## config.mk

```make
export PLATFORM = sky130hd
export DESIGN_NAME = fb_arbiter
export DESIGN_NICKNAME = d
export VERILOG_FILES = /design/src/rtl/fb_arbiter.sv
export SDC_FILE = /design/constraint.sdc
export NUM_CORES = 1
export LEC_CHECK = 0
export CORE_UTILIZATION = 45
export CTS_BUF_LIST = sky130_fd_sc_hd__clkbuf_2
export DETAILED_ROUTE_END_ITERATION = 10
export GPL_TIMING_DRIVEN = 0
export PLACE_DENSITY = 0.8
export SETUP_SLACK_MARGIN = 0.4
export SYNTH_ARGS = -nofsm -noshare
export SYNTH_HDL_FRONTEND = slang
export SYNTH_SLANG_ARGS = --single-unit
```

## constraint.sdc

```tcl
create_clock -name clock -period 10.1 [get_ports clock]
set_input_delay 1.01 -clock clock [delete_from_list [all_inputs] [get_ports clock]]
set_output_delay 1.01 -clock clock [all_outputs]
set_load 0.02 [all_outputs]
```

## src/rtl/fb_arbiter.sv

```systemverilog
// Purpose: arbitrates one single-port framebuffer RAM between display read bursts and draw-engine pixel writes.
// Latency: ack and first RAM cycle 1 clk after a request is seen in IDLE; read data returns 2 clks after each read strobe.
// Backpressure: requesters hold req until ack; display has priority, and the draw engine is forced in after MAX_WAIT waiting cycles.
//
// Ports:
//   clock, reset                    clock and synchronous active-low reset
//   disp_req/disp_addr/disp_ack     display burst request handshake
//   disp_rdata/disp_rvalid          display read return, one pulse per beat
//   draw_req/draw_addr/draw_wdata   draw write request, held until draw_ack
//   draw_ack                        write accepted (same cycle as RAM write)
//   mem_en/mem_we/mem_addr/mem_wdata/mem_rdata   single-port RAM interface
module fb_arbiter #(
  parameter int ADDR_W    = 17,
  parameter int DATA_W    = 12,
  parameter int BURST_LEN = 16,
  parameter int MAX_WAIT  = 32
) (
  input  logic              clock,
  input  logic              reset,
  input  logic              disp_req,
  input  logic [ADDR_W-1:0] disp_addr,
  output logic              disp_ack,
  output logic [DATA_W-1:0] disp_rdata,
  output logic              disp_rvalid,
  input  logic              draw_req,
  input  logic [ADDR_W-1:0] draw_addr,
  input  logic [DATA_W-1:0] draw_wdata,
  output logic              draw_ack,
  output logic              mem_en,
  output logic              mem_we,
  output logic [ADDR_W-1:0] mem_addr,
  output logic [DATA_W-1:0] mem_wdata,
  input  logic [DATA_W-1:0] mem_rdata
);

  localparam int BEAT_W = (BURST_LEN > 1) ? $clog2(BURST_LEN) : 1;
  localparam int WAIT_W = $clog2(MAX_WAIT + 1);
  localparam logic [BEAT_W-1:0] LAST_BEAT = BEAT_W'(BURST_LEN - 1);
  localparam logic [WAIT_W-1:0] WAIT_MAX  = WAIT_W'(MAX_WAIT);

  typedef enum logic [1:0] {IDLE, BURST, WRITE} state_t;

  state_t              state_q, state_d;
  logic [BEAT_W-1:0]   beat_q, beat_d;
  logic [ADDR_W-1:0]   base_q, base_d;
  logic [WAIT_W-1:0]   wait_cnt_q, wait_cnt_d;
  logic                force_draw;

  logic                disp_ack_q, disp_ack_d;
  logic                draw_ack_q, draw_ack_d;
  logic                mem_en_q, mem_en_d;
  logic                mem_we_q, mem_we_d;
  logic [ADDR_W-1:0]   mem_addr_q, mem_addr_d;
  logic [DATA_W-1:0]   mem_wdata_q, mem_wdata_d;
  logic                rd_pipe_q, rd_pipe_d;
  logic                disp_rvalid_q, disp_rvalid_d;
  logic [DATA_W-1:0]   disp_rdata_q, disp_rdata_d;

  assign force_draw = (wait_cnt_q == WAIT_MAX);

  // State register
  always_ff @(posedge clock) begin
    if (!reset) begin
      state_q <= IDLE;
    end else begin
      state_q <= state_d;
    end
  end

  // Next-state logic, including the burst beat counter and captured base address
  always_comb begin
    state_d = state_q;
    beat_d  = beat_q;
    base_d  = base_q;
    case (state_q)
      IDLE: begin
        if (force_draw && draw_req) begin
          state_d = WRITE;
        end else if (disp_req) begin
          state_d = BURST;
          base_d  = disp_addr;
          beat_d  = '0;
        end else if (draw_req) begin
          state_d = WRITE;
        end
      end
      BURST: begin
        if (beat_q == LAST_BEAT) begin
          state_d = IDLE;
        end else begin
          beat_d = beat_q + 1'b1;
        end
      end
      WRITE:   state_d = IDLE;
      default: state_d = IDLE;
    endcase
  end

  // Output logic: computed from the next state so the registered outputs
  // line up with the state they belong to.
  always_comb begin
    disp_ack_d  = (state_q == IDLE) && (state_d == BURST);
    draw_ack_d  = (state_d == WRITE);
    mem_en_d    = (state_d != IDLE);
    mem_we_d    = (state_d == WRITE);
    mem_addr_d  = '0;
    mem_wdata_d = '0;
    if (state_d == BURST) begin
      // Natural truncation gives the modulo-2^ADDR_W wrap.
      mem_addr_d = base_d + ADDR_W'(beat_d);
    end else if (state_d == WRITE) begin
      mem_addr_d  = draw_addr;
      mem_wdata_d = draw_wdata;
    end
  end

  // Starvation counter and read-return pipeline
  always_comb begin
    wait_cnt_d = wait_cnt_q;
    if (draw_ack_q) begin
      wait_cnt_d = '0;
    end else if (draw_req && (wait_cnt_q != WAIT_MAX)) begin
      wait_cnt_d = wait_cnt_q + 1'b1;
    end
    // Stage 1 marks the RAM cycle, stage 2 is the output register.
    rd_pipe_d     = mem_en_q && !mem_we_q;
    disp_rvalid_d = rd_pipe_q;
    disp_rdata_d  = rd_pipe_q ? mem_rdata : disp_rdata_q;
  end

  always_ff @(posedge clock) begin
    if (!reset) begin
      beat_q        <= '0;
      base_q        <= '0;
      wait_cnt_q    <= '0;
      disp_ack_q    <= 1'b0;
      draw_ack_q    <= 1'b0;
      mem_en_q      <= 1'b0;
      mem_we_q      <= 1'b0;
      mem_addr_q    <= '0;
      mem_wdata_q   <= '0;
      rd_pipe_q     <= 1'b0;
      disp_rvalid_q <= 1'b0;
      disp_rdata_q  <= '0;
    end else begin
      beat_q        <= beat_d;
      base_q        <= base_d;
      wait_cnt_q    <= wait_cnt_d;
      disp_ack_q    <= disp_ack_d;
      draw_ack_q    <= draw_ack_d;
      mem_en_q      <= mem_en_d;
      mem_we_q      <= mem_we_d;
      mem_addr_q    <= mem_addr_d;
      mem_wdata_q   <= mem_wdata_d;
      rd_pipe_q     <= rd_pipe_d;
      disp_rvalid_q <= disp_rvalid_d;
      disp_rdata_q  <= disp_rdata_d;
    end
  end

  assign disp_ack    = disp_ack_q;
  assign draw_ack    = draw_ack_q;
  assign mem_en      = mem_en_q;
  assign mem_we      = mem_we_q;
  assign mem_addr    = mem_addr_q;
  assign mem_wdata   = mem_wdata_q;
  assign disp_rvalid = disp_rvalid_q;
  assign disp_rdata  = disp_rdata_q;

endmodule
```

==> impl_metrics.json <==
{
  "arrival_ns": 4.79,
  "multi_input_area_um2": 1670,
  "clkTransAtPathRegs_ns": 0.21,
  "start_util_pct": 47.5,
  "dp.final_hpwl_mm": 6.19,
  "syn_nets": 425,
  "die-area_um2": 7680,
  "via_per_inst": 5.25,
  "critical_path.startpoint_type": "input pin",
  "slowest_delay_ns": 0.52,
  "routed_wl_mm": 8.24,
  "seq_area_um2": 1500,
  "ctsResizeCount": 0,
  "synth-seq-cells": 75,
  "tightest_slew_ns": 0.771,
  "power_density_nw_per_um2": 130,
  "antenna_left": 0,
  "most-common-layout-cells": "clkdlybuf4s50_1, dfxtp_1, nand2_1",
  "cts_root_buf": "clkbuf_2",
  "die_h_um": 87.7,
  "worst_slack_ns": 5.74,
  "holdBufCountCts": 0,
  "gp_congestion": 0.878,
  "fin_worst_hold_slack_ns": 0.435,
  "clkLatencyLatePin_ns": 0.51,
  "vdd_drop_max_v": 0.0000733,
  "syn-cell-area_um2": 3300,
  "synth_top_cell_area_share_pct": 45.5,
  "criticalPathCategory": "in2reg",
  "rows": 30,
  "synth_top_cells_by_area": "dfxtp_1, nand2_1, mux2i_1",
  "coreArea_um2": 6940,
  "num_antenna_cells": 0,
  "mostFrequentLayoutCell": "clkdlybuf4s50_1",
  "netlist_instances": 355,
  "p_total_uw": 599,
  "cts_max_path_buffers": 2,
  "finalSetupViolCount": 0,
  "grt_max_degree": 13,
  "h-tree-depth": 3,
  "async_flop_share_pct": 0,
  "fmax_mhz": 230,
  "ys_seq_area_share_pct": 45.5,
  "dr.pass1.iters": 4,
  "p_leak_nw": 1.79,
  "drc": 0,
  "outcome": "completed",
  "wire_per_inst_um": 14.4,
  "worst_clock_skew_ns": 0.0277,
  "cts_setup_buffers": 0,
  "grt_usage_pct": 22.2,
  "drt_iter0_drc": 146,
  "grt_antenna_before_repair": 0,
  "area_growth_pct": 39.0,
  "worst_path_most_repeated_cell": "nand2_1",
  "slew_headroom_pct": 48.6,
  "rsz0062_at_grt": "false",
  "synth_edf_count": 0,
  "setup_tns_ns": 0,
  "critical_path_required_ns": 10.53,
  "fillers": 590,
  "numCtsBuffers": 9,
  "grt_pass1_vias": 2779,
  "maxSlewViolCount": 0,
  "fin_util_pct": 66.1,
  "drive_above_1_share_pct": 6.92,
  "gr-total-overflow": 0,
  "hp-class": "reg2reg",
  "cts_tree": "built",
  "clock-sinks": 75,
  "io-pin-count": 108,
  "post-synth-top-area-cell": "dfxtp_1",
  "dominantRegCellSynth": "dfxtp_1",
  "ys_warn_count": 0,
  "avgSynthCellArea_um2": 9.30,
  "crit_slowest_cell": "clkdlybuf4s50_1",
  "hold_viol_final": 0,
  "grt_pass1_wl_mm": 13.0,
  "nets": 542,
  "place_ws_ns": 5.25,
  "synth.distinct_cells": 46,
  "vias": 3009,
  "maxCapViolations": 0,
  "worstPathCellList": "clkdlybuf4s50_1 -> or3b_4 -> a31o_1 -> clkbuf_1 -> clkbuf_1 -> nand2_1 -> nand2_1 -> ha_1 -> fa_1 -> nand3_1 -> nand2_1 -> and3_1 -> o22ai_1 -> xor2_1 -> a22o_1",
  "die_w_um": 87.7,
  "port_buffers": 106,
  "worstPathMaxFanout": 10,
  "period_share_pct": 43.1,
  "crit_path_end_kind": "flip-flop",
  "finalCriticalPeriod_ns": 4.36
}
-- Yosys cell counts, types with 3 or more instances --
cell	n
and2_1	16
a22o_1	13
nand4_1	8
ha_1	7
o21ai_0	4
buf_2	5
xor2_1	14
clkbuf_1	8
nor3_1	4
or3_1	3
and3_1	9
a32o_1	5
xnor2_1	10
o22ai_1	3
nor2_1	29
a21oi_1	19
dfxtp_1	75
mux2i_1	18
nand3_1	16
inv_1	5
and4b_1	3
nand2_1	52
-- worst paths after layout --
kind | from | end | slack [ns] | cells past startpoint
min reg2reg | mem_en | disp_rvalid_d | 0.44 | 2
min | mem_en | disp_rvalid_d | 0.44 | 2
max | disp_req | mem_addr[16] | 5.74 | 15
max reg2reg | wait_cnt_q[0] | mem_addr[14] | 6.22 | 16
-- registers in the layout, summed over array words and instances (netlist names) --
signal	flops
base_q	17
beat_q	4
disp_ack	1
disp_rdata	12
disp_rvalid	1
disp_rvalid_d	1
mem_addr	17
mem_en	1
mem_wdata	12
mem_we	1
state_q	2
wait_cnt_q	6
-- metrics by stage --
step                cell area (um2)  std cells
finish                         4590        573
CTS                            4590        573
detailed placement             4480        557
global route                   4590        573
global placement               4480        557
floorplan                      3300        355
-- layout make-up --
class | count | share of cell area, %
sequential | 75 | 32.7
tap | 96 | 2.62
timing repair buffer | 106 | 23.1
multi-input combinational | 256 | 36.4
inverter | 5 | 0.409
clock inverter | 6 | 1.23
buffer | 19 | 2.43
clock buffer | 10 | 1.09
-- where the power goes --
| part | switching (mW) | total, mW | leakage [nW] | internal, mW |
|---|---|---|---|---|
| clock | 0.102 | 0.158 | 0.0691 | 0.0561 |
| combinational | 0.0574 | 0.120 | 1.11 | 0.0627 |
| sequential | 0.00795 | 0.320 | 0.613 | 0.312 |
-- critical path, delay by kind of cell --
kind | cells | cell delay (ns)
AOI/OAI and AO/OA | 3 | 0.68
and+or+nand+nor | 6 | 1.27
adders and majority gates | 2 | 0.65
xor gates and xnor gates | 1 | 0.10
buffers and inverters | 3 | 1.09
-- metal layers --
metal  wire length, um  GRT usage (%)  up-vias
met4               138           10.7        0
met1              3670           27.3     1403
met3               636           6.31       13
met5                 0              0        -
li1                  -              -     1470
met2              3800           35.9      123
-- cell families after synthesis --
group           Yosys count  synth area share (%)
compound gates           56                  13.1
mux                      19                  5.80
xor+xnor                 24                  6.37
buf+inv                  24                  3.94
fa+ha+maj                 8                  3.26
flops                    75                  45.5
simple gates            149                  22.1
(Power assumes the default switching activity.)
